File: config.mk
export PLATFORM = sky130hd
export DESIGN_NAME = axi_lat_delayer
export DESIGN_NICKNAME = d
export VERILOG_FILES = /design/src/rtl/axi_lat_delayer.sv
export SDC_FILE = /design/constraint.sdc
export NUM_CORES = 1
export LEC_CHECK = 0
export CORE_MARGIN = 4
export CORE_UTILIZATION = 30
export CTS_CLUSTER_SIZE = 14
export DETAILED_ROUTE_END_ITERATION = 6
export SLEW_MARGIN = 20
export SYNTH_ARGS = -nofsm -noshare
export SYNTH_HDL_FRONTEND = slang
export SYNTH_SLANG_ARGS = --single-unit
File: constraint.sdc
create_clock -name clk_i -period 9.7 [get_ports clk_i]
set_clock_uncertainty 0.1 [all_clocks]
set_input_delay 1.94 -clock clk_i [delete_from_list [all_inputs] [get_ports clk_i]]
set_output_delay 1.94 -clock clk_i [all_outputs]
set_load 0.05 [all_outputs]
File: src/rtl/axi_lat_delayer.sv
// AXI latency injector: every beat on each of the five AXI channels waits in an
// in-order buffer for a programmable number of cycles before it is presented.

package axi_lat_delayer_pkg;
    typedef struct packed {
        logic [3:0]  id;
        logic [31:0] addr;
    } aw_chan_t;

    typedef struct packed {
        logic [31:0] data;
        logic        last;
    } w_chan_t;

    typedef struct packed {
        logic [3:0] id;
        logic [1:0] resp;
    } b_chan_t;

    typedef struct packed {
        logic [3:0]  id;
        logic [31:0] addr;
    } ar_chan_t;

    typedef struct packed {
        logic [3:0]  id;
        logic [31:0] data;
        logic [1:0]  resp;
        logic        last;
    } r_chan_t;

    typedef struct packed {
        aw_chan_t aw;
        logic     aw_valid;
        w_chan_t  w;
        logic     w_valid;
        logic     b_ready;
        ar_chan_t ar;
        logic     ar_valid;
        logic     r_ready;
    } axi_req_t;

    typedef struct packed {
        logic     aw_ready;
        logic     ar_ready;
        logic     w_ready;
        logic     b_valid;
        b_chan_t  b;
        logic     r_valid;
        r_chan_t  r;
    } axi_rsp_t;
endpackage

module axi_lat_delayer_chan #(
    parameter type chan_t     = logic,
    parameter int  DelayWidth = 8,
    parameter int  Depth      = 4
) (
    input  logic                  clk,
    input  logic                  rst_n,
    input  logic [DelayWidth-1:0] delay,
    input  logic                  push_valid,
    output logic                  push_ready,
    input  chan_t                 push_data,
    output logic                  pop_valid,
    input  logic                  pop_ready,
    output chan_t                 pop_data,
    output logic                  occupied
);
    localparam int PtrWidth = (Depth > 1) ? $clog2(Depth) : 1;
    localparam int CntWidth = $clog2(Depth + 1);

    chan_t                 data_q  [Depth];
    logic [DelayWidth-1:0] count_q [Depth];
    logic [PtrWidth-1:0]   wr_ptr;
    logic [PtrWidth-1:0]   rd_ptr;
    logic [CntWidth-1:0]   used;
    logic [DelayWidth-1:0] load_count;
    logic                  full;
    logic                  empty;
    logic                  push;
    logic                  pop;

    function automatic logic [PtrWidth-1:0] advance(input logic [PtrWidth-1:0] ptr);
        return (ptr == PtrWidth'(Depth - 1)) ? '0 : ptr + PtrWidth'(1);
    endfunction

    assign full       = (used == CntWidth'(Depth));
    assign empty      = (used == '0);
    assign push_ready = rst_n && !full;
    assign pop_valid  = rst_n && !empty && (count_q[rd_ptr] == '0);
    assign pop_data   = data_q[rd_ptr];
    assign occupied   = !empty;
    assign push       = push_valid && push_ready;
    assign pop        = pop_valid && pop_ready;
    // A zero delay still costs one register stage; there is no bypass path.
    assign load_count = (delay == '0) ? '0 : delay - DelayWidth'(1);

    // Free slots always hold a zero countdown (they are reset to zero and only
    // popped at zero), so ticking every nonzero slot only ever ages live beats.
    always_ff @(posedge clk) begin
        if (!rst_n) begin
            wr_ptr <= '0;
            rd_ptr <= '0;
            used   <= '0;
            for (int i = 0; i < Depth; i++) begin
                data_q[i]  <= '0;
                count_q[i] <= '0;
            end
        end else begin
            for (int i = 0; i < Depth; i++) begin
                if (count_q[i] != '0) begin
                    count_q[i] <= count_q[i] - DelayWidth'(1);
                end
            end
            if (push) begin
                data_q[wr_ptr]  <= push_data;
                count_q[wr_ptr] <= load_count;
                wr_ptr          <= advance(wr_ptr);
            end
            if (pop) begin
                rd_ptr <= advance(rd_ptr);
            end
            if (push && !pop) begin
                used <= used + CntWidth'(1);
            end else if (pop && !push) begin
                used <= used - CntWidth'(1);
            end
        end
    end
endmodule

module axi_lat_delayer #(
    parameter type aw_chan_t  = axi_lat_delayer_pkg::aw_chan_t,
    parameter type w_chan_t   = axi_lat_delayer_pkg::w_chan_t,
    parameter type b_chan_t   = axi_lat_delayer_pkg::b_chan_t,
    parameter type ar_chan_t  = axi_lat_delayer_pkg::ar_chan_t,
    parameter type r_chan_t   = axi_lat_delayer_pkg::r_chan_t,
    parameter type axi_req_t  = axi_lat_delayer_pkg::axi_req_t,
    parameter type axi_rsp_t  = axi_lat_delayer_pkg::axi_rsp_t,
    parameter int  DelayWidth = 8,
    parameter int  Depth      = 4
) (
    input  logic                  clk_i,
    input  logic                  rst_ni,
    input  logic [DelayWidth-1:0] req_delay_i,
    input  logic [DelayWidth-1:0] rsp_delay_i,
    input  axi_req_t              slv_req_i,
    output axi_rsp_t              slv_resp_o,
    output axi_req_t              mst_req_o,
    input  axi_rsp_t              mst_resp_i,
    output logic                  busy_o
);
`ifndef SYNTHESIS
    if (Depth < 1) begin : g_bad_depth
        $fatal(1, "axi_lat_delayer: Depth must be at least 1");
    end
    if (DelayWidth < 1) begin : g_bad_width
        $fatal(1, "axi_lat_delayer: DelayWidth must be at least 1");
    end
`endif

    aw_chan_t aw_data;
    w_chan_t  w_data;
    b_chan_t  b_data;
    ar_chan_t ar_data;
    r_chan_t  r_data;
    logic aw_in_ready, w_in_ready, b_in_ready, ar_in_ready, r_in_ready;
    logic aw_out_valid, w_out_valid, b_out_valid, ar_out_valid, r_out_valid;
    logic aw_busy, w_busy, b_busy, ar_busy, r_busy;

    axi_lat_delayer_chan #(.chan_t(aw_chan_t), .DelayWidth(DelayWidth), .Depth(Depth)) u_aw (
        .clk(clk_i), .rst_n(rst_ni), .delay(req_delay_i),
        .push_valid(slv_req_i.aw_valid), .push_ready(aw_in_ready), .push_data(slv_req_i.aw),
        .pop_valid(aw_out_valid), .pop_ready(mst_resp_i.aw_ready), .pop_data(aw_data),
        .occupied(aw_busy)
    );

    axi_lat_delayer_chan #(.chan_t(w_chan_t), .DelayWidth(DelayWidth), .Depth(Depth)) u_w (
        .clk(clk_i), .rst_n(rst_ni), .delay(req_delay_i),
        .push_valid(slv_req_i.w_valid), .push_ready(w_in_ready), .push_data(slv_req_i.w),
        .pop_valid(w_out_valid), .pop_ready(mst_resp_i.w_ready), .pop_data(w_data),
        .occupied(w_busy)
    );

    axi_lat_delayer_chan #(.chan_t(ar_chan_t), .DelayWidth(DelayWidth), .Depth(Depth)) u_ar (
        .clk(clk_i), .rst_n(rst_ni), .delay(req_delay_i),
        .push_valid(slv_req_i.ar_valid), .push_ready(ar_in_ready), .push_data(slv_req_i.ar),
        .pop_valid(ar_out_valid), .pop_ready(mst_resp_i.ar_ready), .pop_data(ar_data),
        .occupied(ar_busy)
    );

    axi_lat_delayer_chan #(.chan_t(b_chan_t), .DelayWidth(DelayWidth), .Depth(Depth)) u_b (
        .clk(clk_i), .rst_n(rst_ni), .delay(rsp_delay_i),
        .push_valid(mst_resp_i.b_valid), .push_ready(b_in_ready), .push_data(mst_resp_i.b),
        .pop_valid(b_out_valid), .pop_ready(slv_req_i.b_ready), .pop_data(b_data),
        .occupied(b_busy)
    );

    axi_lat_delayer_chan #(.chan_t(r_chan_t), .DelayWidth(DelayWidth), .Depth(Depth)) u_r (
        .clk(clk_i), .rst_n(rst_ni), .delay(rsp_delay_i),
        .push_valid(mst_resp_i.r_valid), .push_ready(r_in_ready), .push_data(mst_resp_i.r),
        .pop_valid(r_out_valid), .pop_ready(slv_req_i.r_ready), .pop_data(r_data),
        .occupied(r_busy)
    );

    always_comb begin
        slv_resp_o          = '0;
        slv_resp_o.aw_ready = aw_in_ready;
        slv_resp_o.w_ready  = w_in_ready;
        slv_resp_o.ar_ready = ar_in_ready;
        slv_resp_o.b_valid  = b_out_valid;
        slv_resp_o.b        = b_data;
        slv_resp_o.r_valid  = r_out_valid;
        slv_resp_o.r        = r_data;

        mst_req_o           = '0;
        mst_req_o.aw_valid  = aw_out_valid;
        mst_req_o.aw        = aw_data;
        mst_req_o.w_valid   = w_out_valid;
        mst_req_o.w         = w_data;
        mst_req_o.ar_valid  = ar_out_valid;
        mst_req_o.ar        = ar_data;
        mst_req_o.b_ready   = b_in_ready;
        mst_req_o.r_ready   = r_in_ready;
    end

    assign busy_o = rst_ni && (aw_busy || w_busy || ar_busy || b_busy || r_busy);
endmodule

==> reports/results.txt <==
Io pins - 339
Die Span X - 362 µm
Max_cap viols - 0
Top-count cell post-synth - edfxtp_1
Worst Hold Slack - 0.383 ns
First-pass GRT wire length - 143000 µm
WL per Instance - 20.1 µm
Routed Antenna Nets - 0
Number of cell rows - 129
Outcome - completed
Critical Path Stages - 5
Worst setup path category - primary input to primary output
Crit-path cells - buf_4, inv_2, buf_4, a21oi_1, clkdlybuf4s50_1
Htree depth - 3
CTS Sinks - 805
Worst-path clk slew - 0.06 ns
Tmin final - 6.14 ns
Setup_tns - 0 ns
Die ar. - 0.131 mm²
Post-synth EDFFs - 760
Worst setup SP type - primary input
DR pass1 iterations - 5
Final hold vios - 0
Clk_lat worst skew - 0.66 ns
Yosys top cell by area - edfxtp_1
Peak supply drop - 0.161 mV
Reg2Reg Launch Point - u_w.count_q[2][3]$_DFFE_PP_
Avg Cell Area, Syn - 14.4 µm²
Main synth FF type - edfxtp_1
Ranking of synthesized cells by area - edfxtp_1 61%, and2_1 10%, mux4_2 9.0%
Overflow after GRT - 0
Residual DRC count - 0
Core box area - 0.124 mm²
RSZ-0062 raised after global routing - false
Critical path origin - rst_ni
Min-delay worst type - flip-flop to flip-flop
FF-to-FF path depth - 10
Worst EP arrival - 4.10 ns
Slowest cell on crit path - clkdlybuf4s50_1
Worst slew margin - 23.7%
CP Buf/Inv Count - 4
Final Util - 37.0%
Cells after Synth - 2624
Layout cells sized above 1 - 12.3%
Initial Util - 30.3%
Layout Area Growth over Synthesis - 22.0%
Synth warnings - 0
Critical path required time - 7.66 ns
Synth top area share - 60.6%
CP top delay family - buffers and inverters
Worst setup endpoint - mst_req_o[38]
FMAX - 163 MHz
Fin crit share - 63.3%
Clock root buffer - clkbuf_16
Synth cell count leaders - 760 x edfxtp_1, 601 x and2_1, 160 x o22ai_1
Via/cell ratio - 4.77
Largest net degree at the start of global routing - 48
Synthesis-stage register bit count - 805
Flop2flop setup slack - 5.80 ns
Slowest stage delay, CP - 0.83 ns
Vias in the first global route - 23327
Slew Limit Fails - 0
Lkg Pwr - 16.4 nW
PostCTS Resize Cnt - 0
Post-Syn Area - 0.0377 mm²
Hold_buf cts - 0
Initial antenna violation count - 8
CTS tree - done
Post-CTS Setup Inserts - 0
CTS Buffer Depth - 3
Die H - 362 µm
GRT Overall Usage - 14.1%
Final WL - 93900 µm
Reg area - 0.0237 mm²
Synthesized Nets - 2879
Number of buffers created by CTS - 93
Critical R2R Capture - u_w.used[2]$_SDFFE_PN0P_
Total power divided by cell area - 231 mW/mm²
Final net count - 3219
Ys async rst share - 0%
Distinct cells, synth - 55
Routability Congestion - 0.769
Seq/Total Area, Yosys - 63.0%
Max FO, Critical Path - 30
DR vias - 22297
Number of fill cells - 11819
1st-iter DRT viols - 1571
Most frequent CP cell - buf_4
Worst slew pin tran - 1.14 ns
I/O Buffers - 338
HPWL after DPL - 58000 µm
Setup violators final - 0
Crit. End Element - primary output
Area of the multi-input gates - 0.0133 mm²
cell usage in the layout (no fill, tap or decap), types with 30 or more instances in the layout:
| cell | count |
|---|---|
| nor2_1 | 59 |
| clkbuf_16 | 94 |
| xnor2_1 | 92 |
| mux4_2 | 151 |
| nand2_1 | 96 |
| nor4_1 | 37 |
| ha_1 | 72 |
| dfxtp_1 | 37 |
| and2_1 | 601 |
| clkdlybuf4s50_1 | 337 |
| or3_1 | 30 |
| nor3_1 | 46 |
| o22ai_1 | 160 |
| buf_4 | 41 |
| inv_1 | 78 |
| xor2_1 | 41 |
| edfxtp_1 | 760 |
worst min-delay path by stage:
stage               cells past startpoint   endpoint                        start  slack (ns)
floorplan                               2  flip-flop   u_b.rd_ptr[1]$_SDFFE_PN0P_        0.36
global placement                        2  flip-flop  u_ar.rd_ptr[1]$_SDFFE_PN0P_        0.37
detailed placement                      2  flip-flop   u_r.rd_ptr[1]$_SDFFE_PN0P_        0.38
CTS                                     2  flip-flop   u_r.rd_ptr[1]$_SDFFE_PN0P_        0.39
global route                            2  flip-flop   u_b.rd_ptr[1]$_SDFFE_PN0P_        0.42
finish                                  2  flip-flop   u_r.rd_ptr[1]$_SDFFE_PN0P_        0.38
power by group:
part           switching (mW)  internal [mW]
Combinational            1.45           1.08
Clock                    1.44           1.91
Sequential              0.331           4.42
final cells by class:
class | instances | share of cell area (%)
clock inverter | 48 | 0.926
multi-input combinational | 1607 | 28.9
inverter | 79 | 0.645
sequential | 805 | 51.6
clock buffer | 119 | 5.37
timing repair buffer | 378 | 8.01
antenna | 4 | 0.0218
tap | 1637 | 4.46
per-stage QoR:
step	std cells	instance area, µm²	total power [mW]	setup slack (ns)
finish	4677	46000	10.6	3.56
global placement	4506	43000	7.31	3.53
detailed placement	4506	43000	7.35	3.52
global route	4675	46000	11.2	3.38
floorplan	2624	37700	6.59	3.80
CTS	4673	45900	10.8	3.50
routing by layer:
layer | global-route usage [%] | wire length [µm] | vias to the layer above
met3 | 2.97 | 5480 | 107
met4 | 3.88 | 1810 | 2
met1 | 17.9 | 39400 | 11162
met2 | 24.4 | 47300 | 491
met5 | 0 | 13 | -
li1 | - | - | 10535
state kept, by name, summed over array words and instances (netlist names), 32 cells and up, named ones only:
signal        flops
u_ar.data_q     144
u_w.count_q      32
u_b.count_q      32
u_w.data_q      132
u_ar.count_q     32
u_aw.count_q     32
u_r.count_q      32
u_r.data_q      156
u_aw.data_q     144
tightest hold or removal path, stage by stage (launching register included):
cell and delay [ns]:
dfxtp_1 0.31, nand2_1 0.05, mux2i_1 0.07
cells by family (layout without fill, tap and decap cells):
family | count (synthesis) | after routing | share of synthesized area (%)
other | 0 | 4 | 0
xor gates and xnor gates | 133 | 133 | 3.09
and+or+nand+nor | 1011 | 1011 | 15.8
buffers and inverters | 212 | 624 | 2.29
AOI/OAI and AO/OA | 215 | 215 | 3.63
DFF | 805 | 805 | 63.0
muxes | 171 | 171 | 9.56
adders and majority gates | 77 | 77 | 2.66
Power figures use the tool's default switching activity.
